===== src/rtl/clock_monitor.sv =====
// clock_monitor: measures period and high time of a slow divided clock (isig)
// in iclk cycles, flags out-of-tolerance periods and declares lock after
// LOCK_COUNT consecutive good periods.
// Optional feature: define CLOCK_MONITOR_TIMEOUT_EN to enable loss-of-edge
// timeout detection (otimeout pulse and return to IDLE after 2*DIVISOR
// cycles without a rise). Without it, otimeout is tied low.
module clock_monitor #(
    parameter int DIVISOR    = 25,
    parameter int TOL        = 1,
    parameter int LOCK_COUNT = 4,
    parameter int CW         = 8
) (
    input  logic          iclk,
    input  logic          irst_n,
    input  logic          isig,
    output logic [CW-1:0] operiod,
    output logic [CW-1:0] ohigh,
    output logic          ovalid,
    output logic          operiod_err,
    output logic          oduty_err,
    output logic          olocked,
    output logic          otimeout
);

    localparam int GW = (LOCK_COUNT > 1) ? $clog2(LOCK_COUNT + 1) : 1;

    // Saturation value of the measurement counters; a saturated count is never good.
    localparam logic [CW-1:0]        SAT_C  = {CW{1'b1}};
    localparam logic signed [CW:0]   DIV_C  = (CW+1)'(DIVISOR);
    localparam logic signed [CW:0]   HALF_C = (CW+1)'(DIVISOR / 2);
    localparam logic signed [CW:0]   TOL_P  = (CW+1)'(TOL);
    localparam logic signed [CW:0]   TOL_N  = -TOL_P;
    localparam logic [GW-1:0]        LAST_C = GW'(LOCK_COUNT - 1);

    typedef enum logic [1:0] {
        ST_IDLE    = 2'd0,
        ST_MEASURE = 2'd1,
        ST_LOCKED  = 2'd2
    } state_t;

    state_t          state_r;
    logic            sync1_r;
    logic            sync2_r;
    logic            prev_r;
    logic [CW-1:0]   period_cnt_r;
    logic [CW-1:0]   high_cnt_r;
    logic [GW-1:0]   good_cnt_r;
    logic [CW-1:0]   operiod_r;
    logic [CW-1:0]   ohigh_r;
    logic            ovalid_r;
    logic            operiod_err_r;
    logic            oduty_err_r;
    logic            olocked_r;

    logic            rise_s;
    logic signed [CW:0] pdiff_s;
    logic signed [CW:0] hdiff_s;
    logic            period_bad_s;
    logic            duty_bad_s;
    logic            good_s;

    // Rising edge of the synchronized input.
    assign rise_s = sync2_r & ~prev_r;

    // Tolerance checks on the completed counts, done in CW+1-bit signed
    // arithmetic so a short period cannot wrap into a small positive deviation.
    assign pdiff_s      = $signed({1'b0, period_cnt_r}) - DIV_C;
    assign hdiff_s      = $signed({1'b0, high_cnt_r}) - HALF_C;
    assign period_bad_s = (period_cnt_r == SAT_C) || (pdiff_s > TOL_P) || (pdiff_s < TOL_N);
    assign duty_bad_s   = (high_cnt_r == SAT_C) || (hdiff_s > TOL_P) || (hdiff_s < TOL_N);
    assign good_s       = ~period_bad_s & ~duty_bad_s;

`ifdef CLOCK_MONITOR_TIMEOUT_EN
    localparam logic [CW-1:0] TO_C = CW'(2 * DIVISOR);

    logic otimeout_r;
    logic timeout_s;

    // period_cnt_r equals the number of rise-free cycles since the last rise.
    assign timeout_s = (period_cnt_r >= TO_C);
    assign otimeout  = otimeout_r;
`else
    assign otimeout  = 1'b0;
`endif

    assign operiod     = operiod_r;
    assign ohigh       = ohigh_r;
    assign ovalid      = ovalid_r;
    assign operiod_err = operiod_err_r;
    assign oduty_err   = oduty_err_r;
    assign olocked     = olocked_r;

    // Two-flop synchronizer for isig plus a delayed copy for edge detection.
    always_ff @(posedge iclk or negedge irst_n) begin
        if (!irst_n) begin
            sync1_r <= 1'b0;
            sync2_r <= 1'b0;
            prev_r  <= 1'b0;
        end else begin
            sync1_r <= isig;
            sync2_r <= sync1_r;
            prev_r  <= sync2_r;
        end
    end

    // Saturating period and high-time counters, restarted by each detected rise.
    always_ff @(posedge iclk or negedge irst_n) begin
        if (!irst_n) begin
            period_cnt_r <= {CW{1'b0}};
            high_cnt_r   <= {CW{1'b0}};
        end else begin
            if (rise_s) begin
                period_cnt_r <= CW'(1);
            end else if (period_cnt_r != SAT_C) begin
                period_cnt_r <= period_cnt_r + CW'(1);
            end else begin
                period_cnt_r <= period_cnt_r;
            end

            if (rise_s) begin
                high_cnt_r <= CW'(1);
            end else if (sync2_r && (high_cnt_r != SAT_C)) begin
                high_cnt_r <= high_cnt_r + CW'(1);
            end else begin
                high_cnt_r <= high_cnt_r;
            end
        end
    end

    // Lock FSM with registered measurement outputs and one-cycle pulses.
    always_ff @(posedge iclk or negedge irst_n) begin
        if (!irst_n) begin
            state_r       <= ST_IDLE;
            good_cnt_r    <= {GW{1'b0}};
            operiod_r     <= {CW{1'b0}};
            ohigh_r       <= {CW{1'b0}};
            ovalid_r      <= 1'b0;
            operiod_err_r <= 1'b0;
            oduty_err_r   <= 1'b0;
            olocked_r     <= 1'b0;
`ifdef CLOCK_MONITOR_TIMEOUT_EN
            otimeout_r    <= 1'b0;
`endif
        end else begin
            ovalid_r      <= 1'b0;
            operiod_err_r <= 1'b0;
            oduty_err_r   <= 1'b0;
`ifdef CLOCK_MONITOR_TIMEOUT_EN
            otimeout_r    <= 1'b0;
`endif
            case (state_r)
                ST_IDLE: begin
                    // First rise only opens a measurement window; nothing to report yet.
                    if (rise_s) begin
                        state_r    <= ST_MEASURE;
                        good_cnt_r <= {GW{1'b0}};
                    end else begin
                        state_r    <= ST_IDLE;
                    end
                end
                ST_MEASURE: begin
                    if (rise_s) begin
                        operiod_r     <= period_cnt_r;
                        ohigh_r       <= high_cnt_r;
                        ovalid_r      <= 1'b1;
                        operiod_err_r <= period_bad_s;
                        oduty_err_r   <= duty_bad_s;
                        if (good_s && (good_cnt_r == LAST_C)) begin
                            state_r    <= ST_LOCKED;
                            olocked_r  <= 1'b1;
                            good_cnt_r <= {GW{1'b0}};
                        end else if (good_s) begin
                            good_cnt_r <= good_cnt_r + GW'(1);
                        end else begin
                            good_cnt_r <= {GW{1'b0}};
                        end
                    end
`ifdef CLOCK_MONITOR_TIMEOUT_EN
                    else if (timeout_s) begin
                        state_r    <= ST_IDLE;
                        otimeout_r <= 1'b1;
                        olocked_r  <= 1'b0;
                        good_cnt_r <= {GW{1'b0}};
                    end
`endif
                    else begin
                        state_r <= ST_MEASURE;
                    end
                end
                ST_LOCKED: begin
                    if (rise_s) begin
                        operiod_r     <= period_cnt_r;
                        ohigh_r       <= high_cnt_r;
                        ovalid_r      <= 1'b1;
                        operiod_err_r <= period_bad_s;
                        oduty_err_r   <= duty_bad_s;
                        if (!good_s) begin
                            state_r    <= ST_MEASURE;
                            olocked_r  <= 1'b0;
                            good_cnt_r <= {GW{1'b0}};
                        end else begin
                            state_r    <= ST_LOCKED;
                        end
                    end
`ifdef CLOCK_MONITOR_TIMEOUT_EN
                    else if (timeout_s) begin
                        state_r    <= ST_IDLE;
                        otimeout_r <= 1'b1;
                        olocked_r  <= 1'b0;
                        good_cnt_r <= {GW{1'b0}};
                    end
`endif
                    else begin
                        state_r <= ST_LOCKED;
                    end
                end
                default: begin
                    state_r    <= ST_IDLE;
                    olocked_r  <= 1'b0;
                    good_cnt_r <= {GW{1'b0}};
                end
            endcase
        end
    end

endmodule

===== config.mk =====
export PLATFORM = sky130hd
export DESIGN_NAME = clock_monitor
export DESIGN_NICKNAME = d
export VERILOG_FILES = /design/src/rtl/clock_monitor.sv
export SDC_FILE = /design/constraint.sdc
export NUM_CORES = 1
export LEC_CHECK = 0
export BUFFER_PORTS_ARGS = -buffer_cell sky130_fd_sc_hd__clkbuf_2
export CAP_MARGIN = 15
export CELL_PAD_IN_SITES_DETAIL_PLACEMENT = 0
export CELL_PAD_IN_SITES_GLOBAL_PLACEMENT = 2
export CORE_AREA = 3 3 78 80
export CTS_BUF_LIST = sky130_fd_sc_hd__clkbuf_4 sky130_fd_sc_hd__clkbuf_8
export CTS_CLUSTER_DIAMETER = 200
export DETAILED_ROUTE_END_ITERATION = 10
export DIE_AREA = 0 0 81 83
export GPL_ROUTABILITY_DRIVEN = 1
export PLACE_DENSITY_LB_ADDON = 0.1
export SYNTH_ARGS = -nofsm -noshare
export SYNTH_HDL_FRONTEND = slang
export SYNTH_SLANG_ARGS = --single-unit
export TNS_END_PERCENT = 20

===== constraint.sdc =====
create_clock -name iclk -period 6.6 [get_ports iclk]
set_input_delay 1.32 -clock iclk [delete_from_list [all_inputs] [get_ports iclk]]
set_output_delay 1.32 -clock iclk [all_outputs]
set_load 0.005 [all_outputs]

[After elaboration in Yosys (flattened, before gate mapping)]
Cells that the tools add are included.
Storage, ports and cells
  register bits after elaboration: 44
  input bits: 3
  output and inout port bits: 21
  logic and storage cells: 82
Operators by class
  $add $sub $neg: 5
  magnitude comparators: 4
  equal/unequal tests: 13
  muxes and demuxes: 28
  bitwise gates (word level): 6
  reduce and logical (&&, ||, !) cells: 13
Operator list (count)
  $mux 8: 4
  $gt 9x2->1 const B: 2
  $lt 9x1->1 const B: 2
  $mux 3: 6
  $add 8x1->8 const B: 2
  $eq 8x8->1 const B: 2
  $ne 8x8->1 const B: 2
  $mux 1: 11
  $ne 2x2->1 const B: 5
  $pmux 3 s3: 1
  $sub 8x4->9 const B: 1
  $sub 8x5->9 const B: 1
  $mux 2: 4
  $pmux 2 s3: 1
  $reduce_and 5->1: 1
  $logic_or 1x1->1: 4
  $not 1->1: 4
  $reduce_and 4->1: 1
  $reduce_bool 2->1: 2
  $add 3x1->3 const B: 1
  $eq 3x2->1 const B: 1
  $ne 3x3->1 const B: 1
  $pmux 1 s3: 1
  $and 1x1->1: 2
  6 further kinds: 7

[Depth between registers and ports, before layout]
Gate-level depths: netlist of run 1.
  depth in word-level cells: 10
  mapped depth: 8

[Worst setup path before layout of run 1]
OpenSTA, ideal clock, no wires.
  path kind: reg-to-reg
  from: register period_cnt_r[0]
  to: register state_r[0]
  library setup time: 128 ps
  data arrival time: 2500 ps
  required time: 6472 ps
  setup slack: 3972 ps
  cell stages (with the launch flop): 9
  path buffers: 0
  cells stage by stage: dfrtp_1 inv_1 ha_1 or4b_4 nor3_2 a41oi_1 a2111oi_4 a31oi_1 mux2_1
Between the ends
  cells in the longest elaborated chain, start to end: 9
RTL lines
  start, declared: line 45  | logic [CW-1:0] period_cnt_r;
  start signal, assigned: line 109  | period_cnt_r <= {CW{1'b0}};
  start signal, assigned: line 115  | period_cnt_r <= period_cnt_r + CW'(1);
  start signal, assigned: line 117  | period_cnt_r <= period_cnt_r;
  $sub 8x5->9: line 67  | assign pdiff_s = $signed({1'b0, period_cnt_r}) - DIV_C;
  $gt 9x2->1: line 69  | assign period_bad_s = (period_cnt_r == SAT_C) || (pdiff_s > TOL_P) || (pdiff_s < TOL_N);
  $logic_or 1x1->1: line 69
  $logic_or 1x1->1 (*): line 69
  $not 1->1 (*): line 71  | assign good_s = ~period_bad_s & ~duty_bad_s;
  $and 1x1->1 (*): line 71
  $mux 2: line 197  | if (!good_s) begin
  $mux 2: line 191  | if (rise_s) begin
  $pmux 2 s3: line 151  | case (state_r)
  end signal, assigned: line 155  | state_r <= ST_MEASURE;
  end signal, assigned: line 198  | state_r <= ST_MEASURE;
  end signal, assigned: line 202  | state_r <= ST_LOCKED;
  end, declared: line 41  | state_t state_r;
Every way passes the cells marked *; elsewhere a longest branch is shown, timed or not.
A chain may end at the register's enable or synchronous reset.

[Worst setup path in the final report of run 1]
Same ends and word-level chain as after synthesis.

==> impl_results.md, run 1 <==
* Status: finished clean
* Clock Path Buffers at 2
* Vias in the first global route at 1690
* Final Wtd Congestion at 0.868
* EDFF count, synth at 0
* Max-cap violations at 0
* Largest net degree at the start of global routing at 45
* Internal at 0.000513 W
* Max Fclk at around 350 MHz
* IO buf count at 22
* Slowest-stage cell, CP: a2111oi_4
* Syn_area_per_cell at 10.4 um2
* Top cell type's share of synthesized area at 0.491
* Post-CTS Resized at 0
* First-pass GRT wire length at approximately 8200 um
* Total routed wirelength at 4590 um
* Clock Skews at 0.00641 ns
* Cell area after layout at 0.00252 mm2
* Worst VDD drop at between 0.0001 and 0.00015 V
* # DRC at 0
* TritonCTS Buffers at 5
* Final Hold Fails at 0
* CTS Root Cell: clkbuf_8
* FF-to-FF setup slack at 3.71 ns
* R2r endpoint: state_r[0]$_DFFE_PN0P_
* Part of the power in registers at 0.487
* CP Class: reg -> reg
* Slew margin rel. at 0.388
* Max Fanout on Critical Path at 8
* Synthesized cell area at 0.00224 mm2
* Worst path max stage delay at about 0.61 ns
* Post-CTS Setup Bufs at 0
* Die area at 0.00672 mm2
* Core Area at 0.00547 mm2
* Die W at 81 um
* Post-synth cell types at 45
* Critical Path End Type: flip-flop
* Warnings from Yosys at 0
* End of the critical path: state_r[0]$_DFFE_PN0P_
* Delay-heaviest family, CP: compound AO/OA/AOI/OAI gates
* Switch share at 0.338
* Filler Cells Inserted at 558
* Ant diodes at 0
* Area contributors post-synth: dfrtp_1, ha_1, mux2_2
* Post-route worst setup slack at 3.71 ns
* Antenna Nets Post-Route at 0
* RSZ-0062 raised after global routing: false
* Combinational power share at 0.284
* CP required at 6.77 ns
* Max H-tree Level at 2
* Routed WL per cell at around 15 um
* Worst-skew pair later-pin latency at between 0.2 and 0.3 ns
* Via density per instance at 5.27
* Crit path launch type: flip-flop
* HP Class: reg -> reg
* Crit. Startpoint: period_cnt_r[0]$_DFFE_PN0P_
* Final #Nets at 251
* Setup WS pre-CTS at around 3.7 ns
* Syn nets at 231
* TritonCTS clock tree: done
* Clk network pwr share at 0.229
* CTS clock-pin slew for the worst setup and hold paths at 0.08 ns
* Area leader, netlist: dfrtp_1
* Cells after Synth at 216
* Hpwl dp at 3270 um
* Ratio of cells with drive above 1 in the final layout at 0.203
* WP buf/inv at 1
* Lkg Pwr at 1.19 nW
* Seq/Total Area, Yosys at 0.491
* Tmin final at 2.89 ns
* R2R depth at 8
* CP cell instances: inv_1, ha_1, or4b_4, nor3_2, a41oi_1, a2111oi_4, a31oi_1, mux2_1
* Post-synth ARST share at 1.00
* TritonRoute pass-1 iters at 4
* Boundary Pins at 24
* Hold buffers post-CTS at 0
* Gr usage total at 0.152
* Critical register-to-register path startpoint: period_cnt_r[0]$_DFFE_PN0P_
* Fin. max-slew vios at 0
* Most numerous cell in the Yosys netlist: dfrtp_1
* Row count at 27
* Clock sinks at 44
* Starting density of the core at 0.409
* Final setup vio count at 0
* P&R area growth vs syn at 12.4%
* Via count at 1627
* Die height at 83 um
* Slew at the pin closest to its max-slew limit at 0.916 ns
* Pwr dens at 308 mW/mm2
* Final period util at 0.438
* NetSw at ~0.00026 W
* Setup TNS at 0 ns
* Seq cells post-synth at 44
* Worst path depth at 8
* Number of DRC markers in iteration 0 at 77
* Post-place instance area at 0.00239 mm2
* Crit path arrival time at 3.06 ns
* Synth cell count leaders: dfrtp_1, nand2_1, o21ai_0
* GRT overflow at 0
* Top FF cell, synth: dfrtp_1
* Initial antenna violation count at 0
## worst reg2reg max path: cells and delay by family (launching register included)
| kind | cells | cell delay [ns] |
|---|---|---|
| buffers and inverters | 1 | 0.11 |
| AND/OR/NAND/NOR | 2 | 0.66 |
| AO/OA/AOI/OAI | 3 | 0.87 |
| multiplexers | 1 | 0.33 |
| adder cells (fa/ha/maj) | 1 | 0.33 |
| flip-flops | 1 | 0.47 |
## sequential cells by signal, indices dropped and copies added (netlist names)
signal and flops:
olocked 1, high_cnt_r 8, prev_r 1, sync1_r 1
sync2_r 1, operiod 8, state_r 2, ovalid 1
oduty_err 1, period_cnt_r 8, ohigh 8, operiod_err 1
good_cnt_r 3
## worst min path at each step
stage	end	startpoint	slack, ns	depth (start not counted)
global placement	sync2_r$_DFF_PN0_	sync1_r$_DFF_PN0_	0.33	0
global route	sync2_r$_DFF_PN0_	sync1_r$_DFF_PN0_	0.38	0
finish	sync2_r$_DFF_PN0_	sync1_r$_DFF_PN0_	0.35	0
CTS	sync2_r$_DFF_PN0_	sync1_r$_DFF_PN0_	0.36	0
floorplan	sync2_r$_DFF_PN0_	sync1_r$_DFF_PN0_	0.33	0
detailed placement	sync2_r$_DFF_PN0_	sync1_r$_DFF_PN0_	0.34	0
## power groups by stage
stage / Sequential [W] / Clock (W) / Combinational (W)
after floorplan: 0.000358 / 0 / 0.000171
after global placement: 0.000380 / 0 / 0.000216
after detailed placement: 0.000383 / 0 / 0.000222
after CTS: 0.000378 / 0.000186 / 0.000223
after global routing: 0.000389 / 0.000199 / 0.000252
final: 0.000378 / 0.000177 / 0.000220
## routing by layer
metal  up-vias  global-route usage  wire [um]
met5         -                   0          0
li1        802                   -          -
met1       798               0.206       2150
met4         0              0.0415         38
met3         5              0.0325        130
met2        22               0.245       2270
## cell families (layout without fill, tap and decap cells)
| logic type | count (synthesis) | after routing | share of synthesized area |
|---|---|---|---|
| buf+inv | 22 | 43 | 0.0430 |
| other cells | 1 | 1 | 0.00167 |
| simple gates | 66 | 66 | 0.151 |
| xor+xnor | 10 | 10 | 0.0391 |
| flops | 44 | 44 | 0.491 |
| mux | 11 | 11 | 0.0553 |
| compound gates | 50 | 50 | 0.151 |
| fa+ha+maj | 12 | 12 | 0.0670 |
## cell usage in the layout, fill, tap and decap left out, types with 7 or more instances in the layout
cell	instances
dfrtp_1	44
clkbuf_2	22
nand2_1	19
o21ai_0	16
nor2_1	14
ha_1	12
inv_1	11
mux2_2	10
nand3_1	8
xnor2_1	8
a21oi_1	7
and3_1	7
## through the flow
stage / util / total power, W / std cells / hold slack [ns]
global placement: 0.437 / 0.000596 / 300 / 0.335
global route: 0.460 / 0.000839 / 309 / 0.377
CTS: 0.455 / 0.000787 / 308 / 0.358
floorplan: - / 0.000529 / 216 / 0.331
detailed placement: 0.437 / 0.000606 / 300 / 0.339
finish: 0.460 / 0.000775 / 309 / 0.354
## cell type report
cell class,instances,area (um2),share of cell area
Sequential cell,44,1100,0.437
Multi-Input combinational cell,150,1040,0.414
Timing Repair Buffer,24,145,0.0576
Clock buffer,8,97.6,0.0387
Tap cell,72,90.1,0.0358
Inverter,11,41.3,0.0164
No activity file was read; power rests on OpenSTA's default activity.
==> run 2, diff against run 1 <==
--- a/config.mk
+++ b/config.mk
@@ -9,11 +9,11 @@
 export CAP_MARGIN = 15
 export CELL_PAD_IN_SITES_DETAIL_PLACEMENT = 0
 export CELL_PAD_IN_SITES_GLOBAL_PLACEMENT = 2
-export CORE_AREA = 3 3 78 80
+export CORE_AREA = 3 3 80 82
 export CTS_BUF_LIST = sky130_fd_sc_hd__clkbuf_4 sky130_fd_sc_hd__clkbuf_8
 export CTS_CLUSTER_DIAMETER = 200
 export DETAILED_ROUTE_END_ITERATION = 10
-export DIE_AREA = 0 0 81 83
+export DIE_AREA = 0 0 83 85
 export GPL_ROUTABILITY_DRIVEN = 1
 export PLACE_DENSITY_LB_ADDON = 0.1
 export SYNTH_ARGS = -nofsm -noshare
==> constraint.sdc (replaced) <==
create_clock -name iclk -period 2.9 [get_ports iclk]
set_input_delay 0.58 -clock iclk [delete_from_list [all_inputs] [get_ports iclk]]
set_output_delay 0.58 -clock iclk [all_outputs]
set_load 0.005 [all_outputs]
==> impl_results.md, run 2 (synthesis results as in run 1) <==
* Status: finished clean
* Multi-input gate area at 0.00104 mm2 (unchanged)
* FF-to-FF setup slack at 0.25 ns (-3.46 ns)
* CTS Root Cell: clkbuf_8
* Clock Path Buffers at 2 (unchanged)
* Setup WS pre-CTS at 0.201 ns (-3.50 ns)
* Number of DRC markers in iteration 0 at 73 (-5.2%)
* Starting density of the core at 0.385 (-0.0241)
* Gr usage total at 0.143 (-0.00904)
* IO buf count at 22 (unchanged)
* Met1 WL at 2270 um (+5.5%)
* Row count at 28 (+3.7%)
* Worst path max stage delay at 0.50 ns (-0.11 ns)
* Setup TNS at 0 ns (unchanged)
* Pwr dens at 724 mW/mm2 (+140%)
* Total routed wirelength at 4690 um (+2.3%)
* Final #Nets at 254 (+1.2%)
* Crit path arrival time at 2.87 ns (-0.19 ns)
* Slowest-stage cell, CP: or4b_4
* Filler Cells Inserted at 603 (+8.1%)
* Boundary Pins at 24 (unchanged)
* First-pass GRT wire length at 8200 um (unchanged)
* P&R area growth vs syn at 13.5%
* Post-place instance area at 0.00243 mm2 (+1.4%)
* Most common cell after layout, fill and taps aside: dfrtp_1
* Slew margin rel. at 0.616 (+0.228)
* Uppermost layer routed: met4
* Vias in the first global route at 1676 (-0.83%)
* Clock Skews at 0.00557 ns (-0.000834 ns)
* TritonCTS Buffers at 5 (unchanged)
* CP required at 3.11 ns (-3.66 ns)
* Die area at 0.00706 mm2 (+4.9%)
* Seq. cell area at 0.00110 mm2 (+0.11%)
* Via count at 1639 (+0.74%)
* HP Class: in -> async
* RSZ-0062 raised after global routing: false
* Crit. Startpoint: period_cnt_r[0]$_DFFE_PN0P_
* Hpwl dp at 3360 um (+2.7%)
* Final Wtd Congestion at 0.805 (-7.2%)
* Slew at the pin closest to its max-slew limit at 0.576 ns (-0.340 ns)
* Final Hold Fails at 0 (unchanged)
* GRT overflow at 0 (unchanged)
* Met2 wire len at 2210 um (-2.6%)
* TritonCTS clock tree: done
* R2R depth at 9 (+1)
* Met3 WL at 148 um (+14%)
* Critical Path End Type: flip-flop
* # DRC at 0 (unchanged)
* Worst-skew pair later-pin latency at 0.30 ns (about the same)
* Cell area after layout at 0.00254 mm2 (+0.99%)
* Fin. max-slew vios at 0 (unchanged)
* Max Fanout on Critical Path at 7 (-1)
* Lkg Pwr at 1.20 nW (+0.72%)
* Die height at 85 um (+2.4%)
* Dpl cells at 307 (+2.3%)
* Max Fclk at 377 MHz (+9.1%)
* Ratio of cells with drive above 1 in the final layout at 0.217 (+0.0141)
* Post-route worst setup slack at 0.249 ns (-3.46 ns)
* CP cell instances: inv_1, ha_1, or4b_4, nor3_2, a41oi_1, a2111oi_4, buf_4, nand3_1, o22ai_1
* R2r endpoint: good_cnt_r[1]$_DFFE_PN0P_
* Antenna Nets Post-Route at 0 (unchanged)
* Clock sinks at 44 (unchanged)
* Routed WL per cell at 14.9 um (+0.32%)
* Worst VDD drop at 0.000335 V (+140%)
* Core Area at 0.00582 mm2 (+6.3%)
* Crit path launch type: flip-flop
* Ant diodes at 0 (unchanged)
* Finished Layout Cells at 315 (+1.9%)
* Tmin final at 2.65 ns (-0.241 ns)
* CP Class: reg -> reg
* Post-CTS Setup Bufs at 0 (unchanged)
* Commonest non-fill, non-tap cells in the layout: dfrtp_1, clkbuf_2, nand2_1
* Max H-tree Level at 2 (unchanged)
* Final period util at 0.914 (+0.476)
* Largest net degree at the start of global routing at 45 (unchanged)
* Via density per instance at 5.20 (-1.2%)
* Critical register-to-register path startpoint: period_cnt_r[0]$_DFFE_PN0P_
* TritonRoute pass-1 iters at 4 (unchanged)
* Die W at 83 um (+2.5%)
* Final setup vio count at 0 (unchanged)
* Initial antenna violation count at 0 (unchanged)
* Max-cap violations at 0 (unchanged)
* CTS clock-pin slew for the worst setup and hold paths at 0.09 ns (about the same)
-- run 2: where the power goes --
group          switching [W]  total (W)  internal [W]
sequential          0.000126   0.000852      0.000726
clock               0.000219   0.000479      0.000259
combinational       0.000275   0.000511      0.000236
total               0.000620    0.00184       0.00122
-- run 2: cell type report --
class | count | area share
Clock inverter | 3 | 0.0182
Tap cell | 75 | 0.0369
Sequential cell | 44 | 0.433
Inverter | 11 | 0.0162
Multi-Input combinational cell | 150 | 0.410
Clock buffer | 5 | 0.0271
Timing Repair Buffer | 27 | 0.0580
-- run 2: routing by layer --
metal / track usage / vias up
met5: 0 / -
met4: 0.0579 / 0
met3: 0.0214 / 6
met2: 0.237 / 24
met1: 0.190 / 804
li1: - / 805
-- run 2: worst max-delay path by stage --
stage          cells after the start                   endpoint
2_1_floorplan                      8     state_r[0]$_DFFE_PN0P_
3_3_place_gp                       8     state_r[0]$_DFFE_PN0P_
3_5_place_dp                       9  good_cnt_r[2]$_DFFE_PN0P_
4_1_cts                            9  good_cnt_r[2]$_DFFE_PN0P_
5_1_grt                            9  good_cnt_r[2]$_DFFE_PN0P_
6_report                           9  good_cnt_r[1]$_DFFE_PN0P_
-- run 2: worst max-delay path, delay by kind of cell (launching register included) --
family	cells	cell delay, ns
AOI/OAI and AO/OA	3	0.73
adders and majority gates	1	0.33
buffers and inverters	2	0.30
DFF	1	0.43
and+or+nand+nor	3	0.79
-- run 2: through the flow --
step           power, W  hold slack, ns  utilization
2_1_floorplan   0.00120           0.284            -
3_3_place_gp    0.00137           0.333        0.417
3_5_place_dp    0.00139           0.335        0.417
4_1_cts         0.00187           0.356        0.437
5_1_grt         0.00199           0.367        0.437
6_report        0.00184           0.341        0.437
-- run 2: timing repair --
item | 4_1_cts | 5_1_grt
setup endpoints to repair | 0 | 5
resized for setup | 0 | 1
hold buffers | 0 | 0
